<file path="src/rtl/alu_serial_frontend_pkg.sv">
// Shared types, field layout and frame length for the ALU serial front end.
// Defining ALU_FRAME_PARITY_EN appends an even-parity bit to every frame.
package alu_serial_frontend_pkg;

  localparam int OP_W   = 4;
  localparam int DATA_W = 8;
  localparam int RES_W  = 16;

  typedef enum logic [OP_W-1:0] {
    ALU_ADD   = 4'd0,
    ALU_SUB   = 4'd1,
    ALU_LUI   = 4'd2,
    ALU_SLL   = 4'd3,
    ALU_SRL   = 4'd4,
    ALU_SRA   = 4'd5,
    ALU_AUIPC = 4'd6,
    ALU_SLT   = 4'd7,
    ALU_SLTU  = 4'd8,
    ALU_XOR   = 4'd9,
    ALU_OR    = 4'd10,
    ALU_AND   = 4'd11
  } alu_op_t;

  localparam logic [OP_W-1:0] ALU_OP_MAX = 4'd11;

  localparam int OP_LSB  = 0;
  localparam int OP1_LSB = 4;
  localparam int OP2_LSB = 12;

`ifdef ALU_FRAME_PARITY_EN
  localparam int FRAME_LEN = 21;

  // Whole frame, parity bit included, must XOR to zero.
  function automatic logic frame_parity_ok(input logic [FRAME_LEN-1:0] frame);
    return ~(^frame);
  endfunction
`else
  localparam int FRAME_LEN = 20;
`endif

  localparam int CNT_W = $clog2(FRAME_LEN);

  typedef enum logic [1:0] {
    RX   = 2'd0,
    EXEC = 2'd1,
    TX   = 2'd2
  } serfe_state_t;

endpackage

</file>
<file path="src/rtl/alu_result_shifter.sv">
// Parallel-load, LSB-first result shifter with registered serial output.
module alu_result_shifter
  import alu_serial_frontend_pkg::*;
(
  input  logic             clock,
  input  logic             reset_n,
  input  logic             i_load,
  input  logic             i_shift,
  input  logic [RES_W-1:0] i_data,
  output logic             o_bit,
  output logic             o_valid,
  output logic             o_last
);

  logic [RES_W-1:0] r_data;
  logic [3:0]       r_cnt;
  logic             r_bit;
  logic             r_valid;

  always_ff @(posedge clock) begin
    if (!reset_n) begin
      r_data  <= '0;
      r_cnt   <= 4'd0;
      r_bit   <= 1'b0;
      r_valid <= 1'b0;
    end else if (i_load) begin
      r_data  <= i_data;
      r_cnt   <= 4'd0;
      r_bit   <= 1'b0;
      r_valid <= 1'b0;
    end else if (i_shift) begin
      r_bit   <= r_data[0];
      r_valid <= 1'b1;
      r_data  <= {1'b0, r_data[RES_W-1:1]};
      r_cnt   <= r_cnt + 4'd1;
    end else begin
      r_bit   <= 1'b0;
      r_valid <= 1'b0;
    end
  end

  assign o_bit   = r_bit;
  assign o_valid = r_valid;
  // High while the shift for result bit 15 is being issued.
  assign o_last  = (r_cnt == 4'd15);

endmodule

</file>
<file path="src/rtl/alu_serial_frontend.sv">
// Bit-serial front end: deserialises opcode/operand frames for the ALU and serialises its result.
// Optional build macro: ALU_FRAME_PARITY_EN (adds an even-parity frame bit).
module alu_serial_frontend
  import alu_serial_frontend_pkg::*;
(
  input  logic              clock,
  input  logic              reset_n,
  input  logic              ser_in,
  input  logic              ser_in_valid,
  output alu_op_t           alu_op,
  output logic [DATA_W-1:0] alu_input1,
  output logic [DATA_W-1:0] alu_input2,
  input  logic [RES_W-1:0]  alu_result,
  output logic              ser_out,
  output logic              ser_out_valid,
  output logic              busy,
  output logic              frame_err
);

  serfe_state_t         r_state;
  serfe_state_t         w_state_nxt;
  logic [CNT_W-1:0]     r_cnt;
  logic [FRAME_LEN-2:0] r_frame;
  logic [FRAME_LEN-1:0] w_frame_full;
  logic                 w_last_bit;
  logic                 w_frame_ok;
  logic                 w_tx_last;
  alu_op_t              r_op;
  logic [DATA_W-1:0]    r_in1;
  logic [DATA_W-1:0]    r_in2;
  logic                 r_busy;
  logic                 r_frame_err;

  always_comb begin
    w_frame_full = {ser_in, r_frame};
    w_last_bit   = (r_state == RX) && ser_in_valid && (r_cnt == CNT_W'(FRAME_LEN - 1));
`ifdef ALU_FRAME_PARITY_EN
    w_frame_ok   = (w_frame_full[OP_LSB +: OP_W] <= ALU_OP_MAX) && frame_parity_ok(w_frame_full);
`else
    w_frame_ok   = (w_frame_full[OP_LSB +: OP_W] <= ALU_OP_MAX);
`endif
  end

  always_ff @(posedge clock) begin
    if (!reset_n) begin
      r_state <= RX;
    end else begin
      r_state <= w_state_nxt;
    end
  end

  always_comb begin
    w_state_nxt = r_state;
    case (r_state)
      RX: begin
        if (w_last_bit && w_frame_ok) begin
          w_state_nxt = EXEC;
        end else begin
          w_state_nxt = RX;
        end
      end
      EXEC: w_state_nxt = TX;
      TX: begin
        if (w_tx_last) begin
          w_state_nxt = RX;
        end else begin
          w_state_nxt = TX;
        end
      end
      default: w_state_nxt = RX;
    endcase
  end

  // Bits arriving outside RX are dropped and flagged; the running operation is untouched.
  always_ff @(posedge clock) begin
    if (!reset_n) begin
      r_cnt       <= '0;
      r_frame     <= '0;
      r_op        <= ALU_ADD;
      r_in1       <= '0;
      r_in2       <= '0;
      r_busy      <= 1'b0;
      r_frame_err <= 1'b0;
    end else begin
      r_frame_err <= 1'b0;
      r_busy      <= (w_state_nxt != RX);
      if (r_state == RX && ser_in_valid) begin
        r_frame <= w_frame_full[FRAME_LEN-1:1];
        if (w_last_bit) begin
          r_cnt <= '0;
          if (w_frame_ok) begin
            r_op  <= alu_op_t'(w_frame_full[OP_LSB +: OP_W]);
            r_in1 <= w_frame_full[OP1_LSB +: DATA_W];
            r_in2 <= w_frame_full[OP2_LSB +: DATA_W];
          end else begin
            r_frame_err <= 1'b1;
          end
        end else begin
          r_cnt <= r_cnt + CNT_W'(1);
        end
      end else if (ser_in_valid) begin
        r_frame_err <= 1'b1;
      end else begin
        r_cnt <= r_cnt;
      end
    end
  end

  alu_result_shifter u_shifter (
    .clock   (clock),
    .reset_n (reset_n),
    .i_load  (r_state == EXEC),
    .i_shift (r_state == TX),
    .i_data  (alu_result),
    .o_bit   (ser_out),
    .o_valid (ser_out_valid),
    .o_last  (w_tx_last)
  );

  assign alu_op     = r_op;
  assign alu_input1 = r_in1;
  assign alu_input2 = r_in2;
  assign busy       = r_busy;
  assign frame_err  = r_frame_err;

endmodule

</file>
<file path="config.mk">
export PLATFORM = sky130hd
export DESIGN_NAME = alu_serial_frontend
export DESIGN_NICKNAME = d
export VERILOG_FILES = /design/src/rtl/alu_serial_frontend_pkg.sv /design/src/rtl/alu_result_shifter.sv /design/src/rtl/alu_serial_frontend.sv
export SDC_FILE = /design/constraint.sdc
export NUM_CORES = 1
export LEC_CHECK = 0
export CAP_MARGIN = 20
export CORE_UTILIZATION = 40
export DETAILED_ROUTE_END_ITERATION = 7
export GPL_TIMING_DRIVEN = 0
export PLACE_DENSITY = 0.74
export SETUP_SLACK_MARGIN = 0.1
export SLEW_MARGIN = 20
export SYNTH_ARGS = -nofsm -noshare
export SYNTH_HDL_FRONTEND = slang
export SYNTH_SLANG_ARGS = --single-unit
</file>
<file path="constraint.sdc">
create_clock -name clock -period 1.8 [get_ports clock]
set_clock_uncertainty 0.1 [all_clocks]
set_input_delay 0.36 -clock clock [delete_from_list [all_inputs] [get_ports clock]]
set_output_delay 0.36 -clock clock [all_outputs]
set_load 0.05 [all_outputs]
</file>
### Yosys cells after proc, flatten, opt, wreduce, memory -nomap -nowiden

Index checks and enable logic that the tools add are counted.

* output and inout bits: 24
* logic and storage cells: 41
* register bits after elaboration: 70
* input bits: 20

* $add $sub $neg: 2
* reductions and logical operators: 9
* order comparisons: 1
* bitwise gates (word level): 2
* eq/ne operators: 4
* multiplexer cells: 11

Operators by type and width (number)
* two-way mux 16 bit: 2
* two-way mux 1 bit: 6
* one-hot mux 2 bit (3 select lines): 1
* adder 5 x 1 -> 5 bit, second input constant: 1
* == test 5 bit, second input constant: 1
* two-way mux 5 bit: 1
* adder 4 x 1 -> 4 bit, second input constant: 1
* == test 4 bit, second input constant: 1
* less-or-equal comparator 4 bit, second input constant: 1
* nonzero test 2 bit: 2
* logical AND 1 bit: 3
* AND reduction 3 bit: 1
* OR reduction 3 bit: 1
* == test 2 x 1 -> 1 bit, second input constant: 1
* == test 2 bit, second input constant: 1
* logical NOT 2 bit: 1
* two-way mux 2 bit: 1
* inverter 1 bit: 2
* OR reduction 2 bit: 1

### Depth between registers and ports, before layout

Gate-level depths: netlist (run 1).

* word-level depth: 7
* mapped depth: 7
* gate-level depth less buffers: 5

### By module

Synthesis (run 1) repeated with hierarchy kept, for this count alone.

* cells, all modules: 308
* area, all modules: 2912.8 µm²

By module, submodules not included
* alu_serial_frontend: cells each 215, area each 1855.5 µm², sequential area each 960.9 µm², times used 1
* alu_result_shifter: cells each 93, area each 1057.3 µm², sequential area each 440.4 µm², times used 1

### Worst setup path before layout (run 1)

Ideal clock, no wire load.

* path type: register to register
* start: register r_state[0]
* end: register r_op[2] (netlist: alu_op[2])
* setup time: 0.119 ns
* path slack: 0.210 ns
* stages on the path, launching flop included: 6
* clock period less this slack: 1.590 ns
* path buffers: 0
* data arrival time: 1.371 ns
* cell sequence: dfxtp_1 -> inv_1 -> ha_1 -> nand4_4 -> or3_4 -> o221a_1

* longest elaborated chain between the ends: 4

RTL lines
* start: declaration: line alu_serial_frontend.sv:20 `serfe_state_t r_state;`
* start signal: assignment: line alu_serial_frontend.sv:48 `r_state <= w_state_nxt;`
* logical NOT 2 bit (*): line alu_serial_frontend.sv:36, alu_serial_frontend.sv:87
* logical AND 1 bit (*): line alu_serial_frontend.sv:36, alu_serial_frontend.sv:87
* logical AND 1 bit: line alu_serial_frontend.sv:36 `w_last_bit = (r_state == RX) && ser_in_valid && (r_cnt == CNT_W'(FRAME_LEN - 1));`
* AND reduction 3 bit (no source line) (*)
* end signal: assignment: line alu_serial_frontend.sv:92 `r_op <= alu_op_t'(w_frame_full[OP_LSB +: OP_W]);`
* end: declaration: line alu_serial_frontend.sv:28 `alu_op_t r_op;`

Mark *: on every way between the ends. The rest lies on a longest branch, timed or not.
A chain may end at the register's enable or synchronous reset.

### Worst setup path in the final report (run 1)

Same ends and word-level chain as after synthesis.

==> results.md, run 1 <==
- Status: finished clean
- Syn avg cell area: roughly 9.4 um2
- Synth-to-Final Area Change: 28.0%
- Worst-Skew Late Latency: between 0.3 and 0.4 ns
- Clk pin slew, worst setup/hold paths: roughly 0.070 ns
- DR WL/cell: ~12 um
- Setup crit start: r_state[0]
- Max Slew Vio Count: 0
- Design area: 0.00378 mm2
- CP startpoint kind: flip-flop
- Hold buffer count at CTS: 0
- DRT Pass-1 Iters: 4
- Synth area leaders: dfxtp_1 (47%), nand2_1 (12%), mux2i_1 (12%)
- Reg2Reg Depth: 6
- Die Ht: around 88 um
- Power density over the cells: approximately 740 mW/mm2
- Mapped cell area: between 0.002 and 0.003 mm2
- Gr ovfl total: 0
- Crit end category: flip-flop
- Via density: between 4 and 5
- Share of cells above drive strength 1: 13.4%
- YS warnings: 0
- CTS tree: done
- Row count: 30
- Initial Util: between 40% and 50%
- ANT cells: 0
- Clock Path Buffers: 2
- Boundary Pins: 44
- Leakage power total: around 1.5 nW
- GP Congestion: roughly 0.76
- Multi-input logic area: 0.00144 mm2
- CP Cell Sequence: inv_4, ha_4, nand4_4, buf_4, or3_4, o221a_1
- Worst hold-check path type: reg2reg
- Fillers: approximately 650
- First-pass GRT wire length: 9.87 mm
- Fin nets: just over 400
- Post-route ant nets: 0
- Initial antenna violation count: 0
- Drt total wl: 5.89 mm
- Die Span X: between 80 and 90 um
- Most frequent cell after synthesis: nand2_1
- Area occupied by registers: approximately 0.0014 mm2
- Die area: a little under 0.008 mm2
- WHS: roughly 0.35 ns
- Dominant cell type by area after synthesis: dfxtp_1
- GRT Resource Usage Total: roughly 17%
- Commonest cells post-synth: nand2_1 (95), dfxtp_1 (70), mux2i_1 (34)
- R2R Path End: alu_op[2]
- Period utilization: 94.7%
- Vias in the first global route: between 2,000 and 2,500
- Post-synth EDFFs: 0
- Largest net degree at the start of global routing: 11
- Setup-failing EPs final: 0
- Critical Path Max Stage Delay: roughly 0.36 ns
- Setup CP Type: reg2reg
- Crit-path max FO: 5
- DRC viols: 0
- Synth top area share: approximately 47%
- Tot Pwr: roughly 0.0028 W
- RSZ-0062 raised after global routing: yes
- Worst path buffer plus inverter count: 2
- Most used DFF post-synth: dfxtp_1
- Mapped Nets: 340
- Setup slack, reg-to-reg: 0.1 ns
- Crit path max-delay cell type: or3_4
- Iter 0 DRT Violations: 96
- CP required: ~1.9 ns
- Delay-heaviest family, CP: simple AND/OR/NAND/NOR gates
- Max VDD drop: roughly 340 uV
- CTS Root Cell: clkbuf_8
- Critical path arrival: 1.84 ns
- Fin cells: approximately 480
- Clock sink count: 70
- Via count: approximately 2,300
- Placement Cell Area: roughly 0.0035 mm2
- #FFs+latches synth: 70
- R2r startpoint: r_state[0]
- Core Area: around 0.0069 mm2
- Tightest Pin Transition: 0.498 ns
- Slew margin rel.: 66.9%
- Synth cell types: 36
- Post-DP HPWL: 3.93 mm
- Count of mapped cells out of synthesis: between 300 and 400
- CP Capture Point: alu_op[2]
- Min Tclk post-route: approximately 1.7 ns
- Max cap viols: 0
- Peak Freq: roughly 600 MHz
- Final Hold Viols: 0
- Register area share after synthesis: 47.5%
- Placed instance count: roughly 450
- Async SR Flop Fraction: 0%
- Cts bufs inserted: 9
- Crit path depth: 6
- Port Buffers: 43
- # H-tree levels: 3
tightest hold or removal path, stage by stage, from the launching register on:
cell,delay [ns]
dfxtp_1,0.31
nand2_1,0.05
mux2i_1,0.05
stage by stage:
stage               utilization (%)  setup WS (ns)  TNS [ns]
floorplan                         -          0.210         0
global placement               50.4         -0.242     -6.77
detailed placement             50.4         -0.234     -8.00
CTS                            52.7         0.0877         0
global route                   54.4         0.0132         0
finish                         54.4         0.0953         0
placed cells by master (no fill, tap or decap), types with 3 or more instances in the layout:
| cell | count |
|---|---|
| buf_2 | 5 |
| buf_6 | 5 |
| ha_1 | 4 |
| a21boi_0 | 18 |
| clkdlybuf4s50_1 | 18 |
| buf_4 | 7 |
| nor2b_1 | 3 |
| nand3_1 | 3 |
| and3_1 | 5 |
| nand2_1 | 95 |
| dfxtp_1 | 67 |
| mux2i_1 | 34 |
| clkbuf_2 | 9 |
| clkdlybuf4s15_1 | 8 |
| a21boi_1 | 3 |
| clkbuf_8 | 11 |
| clkbuf_1 | 8 |
| nor2_1 | 6 |
| o211a_1 | 15 |
| dlygate4sd2_1 | 14 |
state kept, by name (all words and copies together) (netlist names):
register / cells
u_shifter.o_bit: 1
busy: 1
alu_input1: 8
alu_input2: 8
u_shifter.r_data: 16
r_frame: 19
frame_err: 1
u_shifter.o_valid: 1
alu_op: 4
r_cnt: 5
u_shifter.r_cnt: 4
r_state: 2
cells by family after synthesis:
kind of cell               after synthesis  share of synthesized area [%]
muxes                                   34                           11.5
adders and majority gates                6                           2.54
DFF                                     70                           47.5
xor gates and xnor gates                 4                           1.19
AOI/OAI and AO/OA                       45                           13.0
buffers and inverters                   28                           4.71
and+or+nand+nor                        127                           19.5
worst min path at each step:
stage                         from              end  slack, ns  cells past startpoint
4_1_cts              alu_input1[1]    alu_input1[1]       0.36                      2
5_1_grt              alu_input1[1]    alu_input1[1]       0.36                      2
3_5_place_dp         alu_input2[3]    alu_input2[3]       0.35                      2
2_1_floorplan  u_shifter.r_data[0]  u_shifter.o_bit       0.33                      1
3_3_place_gp             alu_op[0]        alu_op[0]       0.34                      2
6_report             alu_input1[1]    alu_input1[1]       0.35                      2
power breakdown:
| part | switching [W] | internal [W] | leakage, nW |
|---|---|---|---|
| Sequential | 0.00000653 | 0.00155 | 0.566 |
| Combinational | 0.0000635 | 0.0000625 | 0.858 |
| Clock | 0.000538 | 0.000568 | 0.0865 |
| Total | 0.000608 | 0.00218 | 1.51 |
per-layer routing:
metal | routed length [um] | track usage (%) | share of wire, % | vias to the layer above
met5 | 0 | 0 | 0 | -
met4 | 139 | 9.84 | 2.4 | 0
met3 | 192 | 3.11 | 3.3 | 8
met2 | 2730 | 26.4 | 46 | 39
met1 | 2840 | 21.6 | 48 | 1068
li1 | - | - | - | 1178
cell type report:
cell class | count | share of cell area (%)
sequential | 70 | 37.3
multi-input combinational | 216 | 38.0
clock inverter | 1 | 0.133
timing repair buffer | 52 | 12.7
tap | 96 | 3.18
inverter | 4 | 0.530
clock buffer | 14 | 4.31
buffer | 24 | 3.78
timing repair:
| item | 4_1_cts | 5_1_grt |
|---|---|---|
| resized for setup | 28 | 44 |
| cloned | 1 | 1 |
| endpoints found under the setup margin | 53 | 60 |
| setup buffers | 0 | 7 |
| endpoints found under the hold margin | 0 | 0 |
Power figures use the tool's default switching activity.
==> run 2: changes to the inputs <==
--- a/config.mk
+++ b/config.mk
@@ -5,6 +5,7 @@
 export SDC_FILE = /design/constraint.sdc
 export NUM_CORES = 1
 export LEC_CHECK = 0
+export ABC_AREA = 1
 export CAP_MARGIN = 20
 export CORE_UTILIZATION = 40
 export DETAILED_ROUTE_END_ITERATION = 7
==> run 2 against run 1 <==
Routed wire length up 7.9%. Count of clock-buffer cells in the layout down 2. Core utilization down 1.8 points. Synthesized cell count up 35%. Maximum frequency up 2.9%. Final cell count up 22%. Power up 9.9%. Combinational power up 45%. Critical path type is now reg2out. Largest cell class is now sequential cells. Largest power group unchanged.
==> results.md, run 2 <==
- Status: finished clean (unchanged)
- Post_cts resized: 29 (was 28)
- Setup CP Type: reg2out (was reg2reg)
- Mapped cell area: 0.00310 mm2 (was 0.00295 mm2)
- Worst-Skew Late Latency: 0.34 ns (about the same)
- CP Cell Sequence: dlygate4sd2_1 (was inv_4, ha_4, nand4_4, buf_4, or3_4, o221a_1)
- Synth cell types: 24 (was 36)
- Final Worst Setup Slack: 0.143 ns (was 0.0953 ns)
- First-pass GRT wire length: 10.9 mm (was 9.87 mm)
- Vias in the first global route: 2,556 (was 2,195)
- Min Tclk post-route: 1.66 ns (was 1.70 ns)
- Commonest cells post-synth: inv_1 (87), nand2_1 (76), dfxtp_1 (70) (was nand2_1 (95), dfxtp_1 (70), mux2i_1 (34))
- Fin nets: 504 (was 403)
- Crit path max-delay cell type: dlygate4sd2_1 (was or3_4)
- Crit end category: output pin (was flip-flop)
- Via density: 4.68 (was 4.81)
- GP Congestion: 0.793 (was 0.760)
- Int Power: 0.00237 W (was 0.00218 W)
- Sw Pwr: 0.000699 W (was 0.000608 W)
- Syn avg cell area: 7.31 um2 (was 9.40 um2)
- Tightest Pin Transition: 0.500 ns (was 0.498 ns)
- # H-tree levels: 3 (unchanged)
- Row count: 31 (was 30)
- Cts bufs inserted: 9 (unchanged)
- GRT Resource Usage Total: 16.5% (was 16.8%)
- Area occupied by registers: 0.00140 mm2 (was 0.00141 mm2)
- Leakage power total: 1.75 nW (was 1.51 nW)
- Post-route ant nets: 0 (unchanged)
- Mapped Nets: 450 (was 340)
- ANT cells: 0 (unchanged)
- Top flop regs: r_frame (19), u_shifter.r_data (16) (unchanged)
- Worst path buffer plus inverter count: 1 (was 2)
- Initial antenna violation count: 0 (unchanged)
- Clock Power Share: 42.0% (was 39.6%)
- Die Span X: 90.0 um (was 87.9 um)
- Clk pin slew, worst setup/hold paths: 0.07 ns (about the same)
- Clock Path Buffers: 2 (unchanged)
- Die Ht: 90.0 um (was 87.9 um)
- CP required: 1.34 ns (was 1.93 ns)
- Synth-to-Final Area Change: 25.0% (was 28.0%)
- Setup Buffers After CTS: 0 (unchanged)
- Count of mapped cells out of synthesis: 424 (was 314)
- Drt total wl: 6.36 mm (was 5.89 mm)
- CP startpoint kind: flip-flop (unchanged)
- Fillers: 715 (was 647)
- Switching Share: 22.8% (was 21.8%)
- CTS Root Cell: clkbuf_8 (unchanged)
- DRT Pass-1 Iters: 4 (unchanged)
- DR WL/cell: 10.9 um (was 12.4 um)
- Iter 0 DRT Violations: 75 (was 96)
- Max cap viols: 0 (unchanged)
- Largest Register: r_frame (unchanged)
- Critical path arrival: 1.20 ns (was 1.84 ns)
- Peak Freq: 603 MHz (was 587 MHz)
- Most frequent cells in the layout: inv_1 (86), nand2_1 (76), dfxtp_1 (70) (was nand2_1 (95), dfxtp_1 (67), mux2i_1 (34))
- CTS tree: done (unchanged)
- Initial Util: 42.1% (was 42.5%)
- #FFs+latches synth: 70 (unchanged)
- Port Buffers: 43 (unchanged)
- Slew margin rel.: 66.8% (was 66.9%)
- Max VDD drop: 413 uV (was 341 uV)
- Most frequent cell after synthesis: inv_1 (was nand2_1)
- DRC viols: 0 (unchanged)
- Setup-failing EPs final: 0 (unchanged)
- Async SR Flop Fraction: 0% (unchanged)
- Max Slew Vio Count: 0 (unchanged)
- Crit-path max FO: 2 (was 5)
- Core Area: 0.00737 mm2 (was 0.00694 mm2)
- Power density over the cells: 791 mW/mm2 (was 739 mW/mm2)
- Share of cells above drive strength 1: 11.0% (was 13.4%)
- Worst hold-check path type: reg2reg (unchanged)
- Period utilization: 92.1% (was 94.7%)
- Total Negative Setup Slacks: 0 ns (unchanged)
- Synth area leaders: dfxtp_1 (45%), inv_1 (11%), nand2_1 (9.2%) (was dfxtp_1 (47%), nand2_1 (12%), mux2i_1 (12%))
- Dominant cell type by area after synthesis: dfxtp_1 (unchanged)
- Gr ovfl total: 0 (unchanged)
- Largest net degree at the start of global routing: 12 (was 11)
- Pre-CTS WS: -0.189 ns (was -0.234 ns)
- Most used DFF post-synth: dfxtp_1 (unchanged)
- Synth top area share: 45.2% (was 47.5%)
- Post-DP HPWL: 4.51 mm (was 3.93 mm)
- Logic pwr share: 6.0% (was 4.5%)
- Critical Path Max Stage Delay: 0.53 ns (was 0.36 ns)
- Via count: 2,722 (was 2,293)
- Post-synth EDFFs: 0 (unchanged)
- Max reg flops: 19 (unchanged)
- Final Hold Viols: 0 (unchanged)
- RSZ-0062 raised after global routing: no (was yes)
- Multi-input logic area: 0.00125 mm2 (was 0.00144 mm2)
- Register area share after synthesis: 45.2% (was 47.5%)
- Hold buffer count at CTS: 0 (unchanged)
- Clock sink count: 70 (unchanged)
- Die area: 0.00811 mm2 (was 0.00772 mm2)
- Delay-heaviest family, CP: buffers and inverters (was simple AND/OR/NAND/NOR gates)
- Commonest non-fill, non-tap cell in the layout: inv_1 (was nand2_1)
- Power share of the sequential group: 52.1% (was 55.9%)
- Boundary Pins: 44 (unchanged)
- YS warnings: 0 (unchanged)
==> run 2: worst paths after layout <==
kind                  from                  end  slack, ns  cells after the start
max          alu_input1[4]        alu_input1[4]       0.14                      1
min             r_frame[0]           r_frame[0]       0.36                      2
max reg2reg     r_state[0]  u_shifter.r_data[9]       0.25                      6
min reg2reg     r_frame[0]           r_frame[0]       0.36                      2
==> run 2: power groups by stage <==
| stage | logic, W | registers (W) | clock network (W) |
|---|---|---|---|
| 2_1_floorplan | 0.0000989 | 0.00163 | 0 |
| 3_3_place_gp | 0.000173 | 0.00163 | 0 |
| 3_5_place_dp | 0.000178 | 0.00163 | 0 |
| 4_1_cts | 0.000180 | 0.00160 | 0.00131 |
| 5_1_grt | 0.000207 | 0.00160 | 0.00138 |
| 6_report | 0.000183 | 0.00160 | 0.00129 |
==> run 2: stage by stage <==
stage / hold slack (ns) / cell area [um2] / power, W / cells / utilization (%)
after detailed placement: 0.348 / 3650 / 0.00181 / 566 / 49.6
final: 0.365 / 3880 / 0.00307 / 582 / 52.6
after floorplan: 0.329 / 3100 / 0.00173 / 424 / -
after global placement: 0.341 / 3650 / 0.00180 / 566 / 49.6
after CTS: 0.359 / 3830 / 0.00309 / 582 / 52.0
after global routing: 0.392 / 3880 / 0.00319 / 582 / 52.6
==> run 2: final cells by class <==
type | instances | area share [%]
Buffer | 25 | 3.84
Clock inverter | 4 | 1.16
Clock buffer | 12 | 4.00
Sequential cell | 70 | 36.2
Inverter | 88 | 8.65
Multi-Input combinational cell | 241 | 32.3
Tap cell | 99 | 3.20
Timing Repair Buffer | 43 | 10.7
==> run 2: cell families (layout without fill, tap and decap cells) <==
group	count (synthesis)	count (layout)	synth area share [%]
buf+inv	113	172	14.9
flops	70	70	45.2
xor+xnor	2	2	0.565
fa+ha+maj	6	6	2.42
simple gates	166	166	24.9
compound gates	67	67	12.1
==> run 2: per-layer routing <==
metal  wire [um]  vias up  global-route usage, %
met5           0        -                      0
met4         121        0                   8.60
met3         302        9                   3.21
met2        3040       66                   28.2
met1        2900     1219                   19.7
li1            -     1428                      -
==> run 3: changes to the inputs <==
--- a/config.mk
+++ b/config.mk
@@ -10,7 +10,7 @@
 export CORE_UTILIZATION = 40
 export DETAILED_ROUTE_END_ITERATION = 7
 export GPL_TIMING_DRIVEN = 0
-export PLACE_DENSITY = 0.74
+export PLACE_DENSITY = 0.76
 export SETUP_SLACK_MARGIN = 0.1
 export SLEW_MARGIN = 20
 export SYNTH_ARGS = -nofsm -noshare
==> constraint.sdc (replaced) <==
create_clock -name clock -period 1.5 [get_ports clock]
set_clock_uncertainty 0.1 [all_clocks]
set_input_delay 0.3 -clock clock [delete_from_list [all_inputs] [get_ports clock]]
set_output_delay 0.3 -clock clock [all_outputs]
set_load 0.05 [all_outputs]
==> run 3 against run 2 <==
Highest routed layer unchanged. Power up 24%. Worst setup slack worse by 0.088 ns. Sequential cell count is the same. First-iteration DRC count rose by 77%. Largest power group unchanged. Non-clock buffer count grew 3. Final cell count rose by 0.52%. Register-to-register slack got worse by 0.20 ns. Via count up 0.18%. Routed wire length fell by 1.2%. Sequential power up 20%. Clock power increased by 29%.
==> results.md, run 3 (synthesis gave the netlist of run 2 again) <==
- Max reg flops: 19 (unchanged)
- Peak Freq: between 600 and 700 MHz
- Clock Path Buffers: 2 (unchanged)
- Leakage power total: 1.76 nW (was 1.75 nW)
- Die area: 0.00811 mm2 (unchanged)
- Commonest non-fill, non-tap cell in the layout: inv_1 (unchanged)
- DRC viols: 0 (unchanged)
- R2R Path End: alu_input2[4] (was u_shifter.r_data[9])
- ANT cells: 0 (unchanged)
- # H-tree levels: 3 (unchanged)
- Post-DP HPWL: 4.42 mm (was 4.51 mm)
- GRT Resource Usage Total: 16.8% (was 16.5%)
- Max cap viols: 0 (unchanged)
- CP Cell Sequence: inv_2, ha_4, nand2_4, nor2_4, nand3_4, buf_8, nand2_2, inv_1, nor2_1 (was dlygate4sd2_1)
- Critical Path Max Stage Delay: 0.35 ns (was 0.53 ns)
- Delay-heaviest family, CP: simple AND/OR/NAND/NOR gates (was buffers and inverters)
- Top flop regs: r_frame (19), u_shifter.r_data (16) (unchanged)
- Slew margin rel.: 72.2% (was 66.8%)
- Setup slack, reg-to-reg: 0.05 ns (was 0.25 ns)
- Hold buffer count at CTS: 0 (unchanged)
- Synth-to-Final Area Change: 25.3% (was 25.0%)
- Power density over the cells: 980 mW/mm2 (was 791 mW/mm2)
- Setup-failing EPs final: 0 (unchanged)
- Worst hold path depth: 2 (unchanged)
- Clock sink count: 70 (unchanged)
- Design area: 0.00388 mm2 (about the same)
- Crit-path max FO: 10 (was 2)
- Die Ht: 90.0 um (unchanged)
- R2r startpoint: r_state[0] (unchanged)
- Worst path buffer plus inverter count: 3 (was 1)
- Core Area: 0.00737 mm2 (unchanged)
- Drt total wl: 6.29 mm (was 6.36 mm)
- Status: finished clean (unchanged)
- Via density: 4.66 (was 4.68)
- CP startpoint kind: flip-flop (unchanged)
- Post-route ant nets: 0 (unchanged)
- Worst hold-check path type: reg2reg (unchanged)
- Fin cells: 585 (was 582)
- Setup CP Type: reg2reg (was reg2out)
- Crit path depth: 9 (was 1)
- Critical path arrival: 1.62 ns (was 1.20 ns)
- Most frequent cells in the layout: inv_1 (84), nand2_1 (76), dfxtp_1 (68) (was inv_1 (86), nand2_1 (76), dfxtp_1 (70))
- Iter 0 DRT Violations: 133 (was 75)
- Clk pin slew, worst setup/hold paths: 0.07 ns (about the same)
- Largest Register: r_frame (unchanged)
- Crit path max-delay cell type: dfxtp_2 (was dlygate4sd2_1)
- Initial Util: 42.1% (unchanged)
- Reg2Reg Depth: 9 (was 6)
- Share of cells above drive strength 1: 18.7% (was 11.0%)
- Gr ovfl total: 0 (unchanged)
- Via count: 2,727 (was 2,722)
- Final Hold Viols: 0 (unchanged)
- Max Slew Vio Count: 0 (unchanged)
- Period utilization: about 96%
- Crit end category: flip-flop (was output pin)
- Tightest Pin Transition: 0.417 ns (was 0.500 ns)
- CTS tree: done (unchanged)
- Fin nets: 507 (was 504)
- Vias in the first global route: 2,629 (was 2,556)
- CTS Root Cell: clkbuf_8 (unchanged)
- Worst-Skew Late Latency: 0.34 ns (about the same)
- GP Congestion: 0.814 (was 0.793)
- Initial antenna violation count: 0 (unchanged)
- CP required: 1.67 ns (was 1.34 ns)
- Worst Hold Launch: r_frame[1] (was r_frame[0])
- Cts bufs inserted: 9 (unchanged)
- Largest net degree at the start of global routing: 13 (was 12)
- DRT Pass-1 Iters: 4 (unchanged)
- Min Tclk post-route: 1.45 ns
- RSZ-0062 raised after global routing: yes (was no)
- DR WL/cell: 10.7 um (was 10.9 um)
- Placement Cell Area: 0.00366 mm2 (was 0.00365 mm2)
- Port Buffers: 43 (unchanged)
- First-pass GRT wire length: 11.2 mm (was 10.9 mm)
- Placed instance count: 566 (unchanged)
- Hold path endpoint: r_frame[1] (was r_frame[0])
- Boundary Pins: 44 (unchanged)
- Row count: 31 (unchanged)
- Die Span X: 90.0 um (unchanged)
- Max VDD drop: 575 uV (was 413 uV)
==> run 3: worst max-delay path by stage <==
stage	endpoint	from	slack, ns
floorplan	r_cnt[4]	r_state[0]	0.08
finish	alu_input2[4]	r_state[0]	0.05
detailed placement	r_cnt[4]	ser_in_valid	-0.37
global route	alu_input2[4]	r_state[0]	-0.05
CTS	alu_input2[4]	r_state[0]	0.05
global placement	alu_input1[0]	reset_n	-0.38
==> run 3: worst min-delay path, cell delays in order, from the launching register on <==
cell	delay (ns)
dfxtp_1	0.31
inv_1	0.06
a21oi_1	0.05
==> run 3: stage by stage <==
stage	hold WS, ns	utilization [%]	power, W	setup TNS, ns	worst slack, ns
floorplan	0.329	-	0.00208	0	0.0751
global placement	0.342	49.7	0.00216	-14.92	-0.377
detailed placement	0.359	49.7	0.00217	-15.98	-0.374
CTS	0.369	52.2	0.00384	0	0.0461
global route	0.391	52.7	0.00398	-0.448	-0.0490
finish	0.369	52.7	0.00381	0	0.0546
==> run 3: layer usage <==
layer / up-vias / track usage (%) / wire [um]
met1: 1215 / 19.2 / 2800
met2: 70 / 29.9 / 3090
li1: 1436 / - / -
met3: 6 / 5.25 / 333
met4: 0 / 4.84 / 66
met5: - / 0 / 0
==> run 3: what timing repair did <==
item,4_1_cts,5_1_grt
cloned,1,0
buffers inserted,1,1
pin swaps,1,2
setup endpoints to repair,94,65
gates resized for setup,149,17
==> run 3: where the power goes <==
group	internal, W	switching, W
Sequential	0.00190	0.0000198
Clock	0.000975	0.000695
Combinational	0.0000952	0.000125
Total	0.00297	0.000840
==> run 3: final cells by class <==
cell class,count,area [um2]
clock buffer,10,138
fill,722,3480
buffer,25,188
multi-input combinational,241,1280
inverter,88,338
sequential,70,1400
tap,99,124
timing repair buffer,46,333
clock inverter,6,85.1
==> variant: new RTL, config.mk and constraints of run 1 <==
Add a define of `ALU_FRAME_PARITY_EN`.
--- a/src/rtl/alu_serial_frontend_pkg.sv
+++ b/src/rtl/alu_serial_frontend_pkg.sv
@@ -1,4 +1,6 @@
 // Shared types, field layout and frame length for the ALU serial front end.
 // Defining ALU_FRAME_PARITY_EN appends an even-parity bit to every frame.
+`define ALU_FRAME_PARITY_EN
+
 package alu_serial_frontend_pkg;
 
Check against the original RTL: same outputs for any inputs over 10 cycles, from zero or initial values and one cycle with reset_n low; that may be too few to reach the edited logic, so the function may still have changed.
==> variant against run 1 <==
- the flow now finishes with violations (setup timing)
- worst setup slack worse by 470 ps
- non-clock buffer count decreased by 7
- sequential cell count increased by 1
- total power rose by 8.9%
- wire length is 0.58% lower
- area after synthesis grew 6.0%
- sequential share of layout area is 1.5 points lower
- design area is 5.5% higher
- largest power group unchanged
- highest routed layer unchanged
==> variant: results (changes against run 1) <==
* Status: finished, violations left (was finished, final reports clean)
* Violated checks: setup timing
* Number of setup violations in the final report at 23 (was 0)
* GP Congestion at 0.7775 (was 0.7600)
* Post-synth cell types at 26 (was 36)
* Crit path max fanout at 10 (was 5)
* Top cells by area, synth: dfxtp_1 (45%), nand2_1 (12%), mux2i_1 (12%), a21boi_0 (5.5%), o211a_1 (4.8%) (was dfxtp_1 (47%), nand2_1 (12%), mux2i_1 (12%), o211a_1 (5.1%), a21boi_0 (4.6%))
* Worst ir drop on vdd at 0.4624 mV (was 0.3414 mV)
* Sequential area share after synthesis at 0.4544 (was 0.4750)
* Vias in the first global route at 2226 (was 2195)
* Met3 Track Usage GR at 0.04630 (was 0.03110)
* Avg Synthesized Cell Area at 9.227 um^2 (was 9.396 um^2)
* Dpl cell area at 3710 um^2 (was 3501 um^2)
* Final #Nets at 424 (was 403)
* Via count at 2356 (was 2293)
* Wl on met1 at 2.776 mm (was 2.836 mm)
* M1 GR Usage at 0.1846 (was 0.2158)
* Mean number of vias per cell at 4.712 (was 4.807)
* Pleak at 1.499 nW (was 1.511 nW)
* GRT Total Usage at 0.1535 (was 0.1682)
* Drt initial violations at 80 (was 96)
* Dpl hpwl at 4.147 mm (was 3.927 mm)
* WL met2 at 2.686 mm (was 2.726 mm)
* Largest net degree at the start of global routing at 13 (was 11)
* Int Power at 2.366 mW (was 2.182 mW)
* First-pass GRT wire length at 10.04 mm (was 9.867 mm)
* Post-route setup slack at -374.4 ps (was 95.32 ps)
* Worst flop-to-flop path startpoint: r_frame[3] (was r_state[0])
* Hold Startpoint: alu_input2[6] (was alu_input1[1])
* Placed cell count at 481 (was 453)
* Met2 usage at 0.2500 (was 0.2643)
* Met3 wire len at 275 um (was 192 um)
* WL per Instance at 11.72 um (was 12.36 um)
* Logic power comb at 0.155 mW (was 0.126 mW)
* Worst r2r dst: alu_input1[4] (was alu_op[2])
* Clock share of power at 0.429 (was 0.396)
* Critical path data arrival time at 2360 ps (was 1840 ps)
* Fraction of registers with async set or reset after synthesis at 0 (unchanged)
* Comb power frac at 0.051 (was 0.045)
* Hold Path Sink: alu_input2[6] (was alu_input1[1])
* FF-to-FF path depth at 9 (was 6)
* Htree depth at 3 (unchanged)
* Share of post-route cells with drive strength above 1 at 0.1247 (was 0.1339)
* Synth cell count leaders: nand2_1 (102), dfxtp_1 (71), mux2i_1 (36) (was nand2_1 (95), dfxtp_1 (70), mux2i_1 (34))
* Post-Syn Nets at 367 (was 340)
[variant: cell types whose count changed in the layout (fill, tap and decap cells not counted), sizes merged, moves of 3 or more]
cell | before | now
clkdlybuf4s15 | 8 | 18
xor2 | 2 | 6
nor4 | 3 | 0
xnor2 | 2 | 17
inv | 4 | 7
dlygate4sd2 | 14 | 5
nand2 | 95 | 102
buf | 20 | 10
[variant: stage by stage]
step / utilization / hold slack, ps / worst slack (ps)
finish: 0.5379 / 357.7 / -374.4
global route: 0.5379 / 368.2 / -481.5
CTS: 0.5310 / 342.6 / -387.4
detailed placement: 0.5008 / 345.2 / -817.4
global placement: 0.5008 / 345.3 / -768.6
floorplan: - / 330.9 / -187.3
[variant: timing repair]
action | 4_1_cts | 5_1_grt
setup endpoints to repair | 76 | 79
buffers inserted | 2 | 1
resized for setup | 37 | 45
pin swaps | 2 | 1
[variant: cell families (layout without fill, tap and decap cells)]
| group | after synthesis | in the layout | synth area share |
|---|---|---|---|
| simple gates | 128 | 128 | 0.1664 |
| flops | 71 | 71 | 0.4544 |
| fa+ha+maj | 8 | 8 | 0.03200 |
| mux | 36 | 36 | 0.1152 |
| compound gates | 42 | 42 | 0.1116 |
| xor+xnor | 24 | 24 | 0.07160 |
| buf+inv | 30 | 92 | 0.04880 |
[variant: final cells by class]
cell class / count / area, um^2
inverter: 7 / 26.28
timing repair buffer: 46 / 436.7
tap: 99 / 123.9
sequential: 71 / 1429
multi-input combinational: 238 / 1600
buffer: 23 / 161.4
clock buffer: 11 / 151.4
fill: 687 / 3423
clock inverter: 5 / 56.30
[variant: worst max-delay path, cell delays in order, from the launching register on]
cell	delay (ps)
dfxtp_4	360
ha_4	240
xnor2_2	160
xnor2_1	150
xnor3_1	280
xnor2_2	170
and3_1	190
buf_6	120
buf_12	130
mux2i_1	190
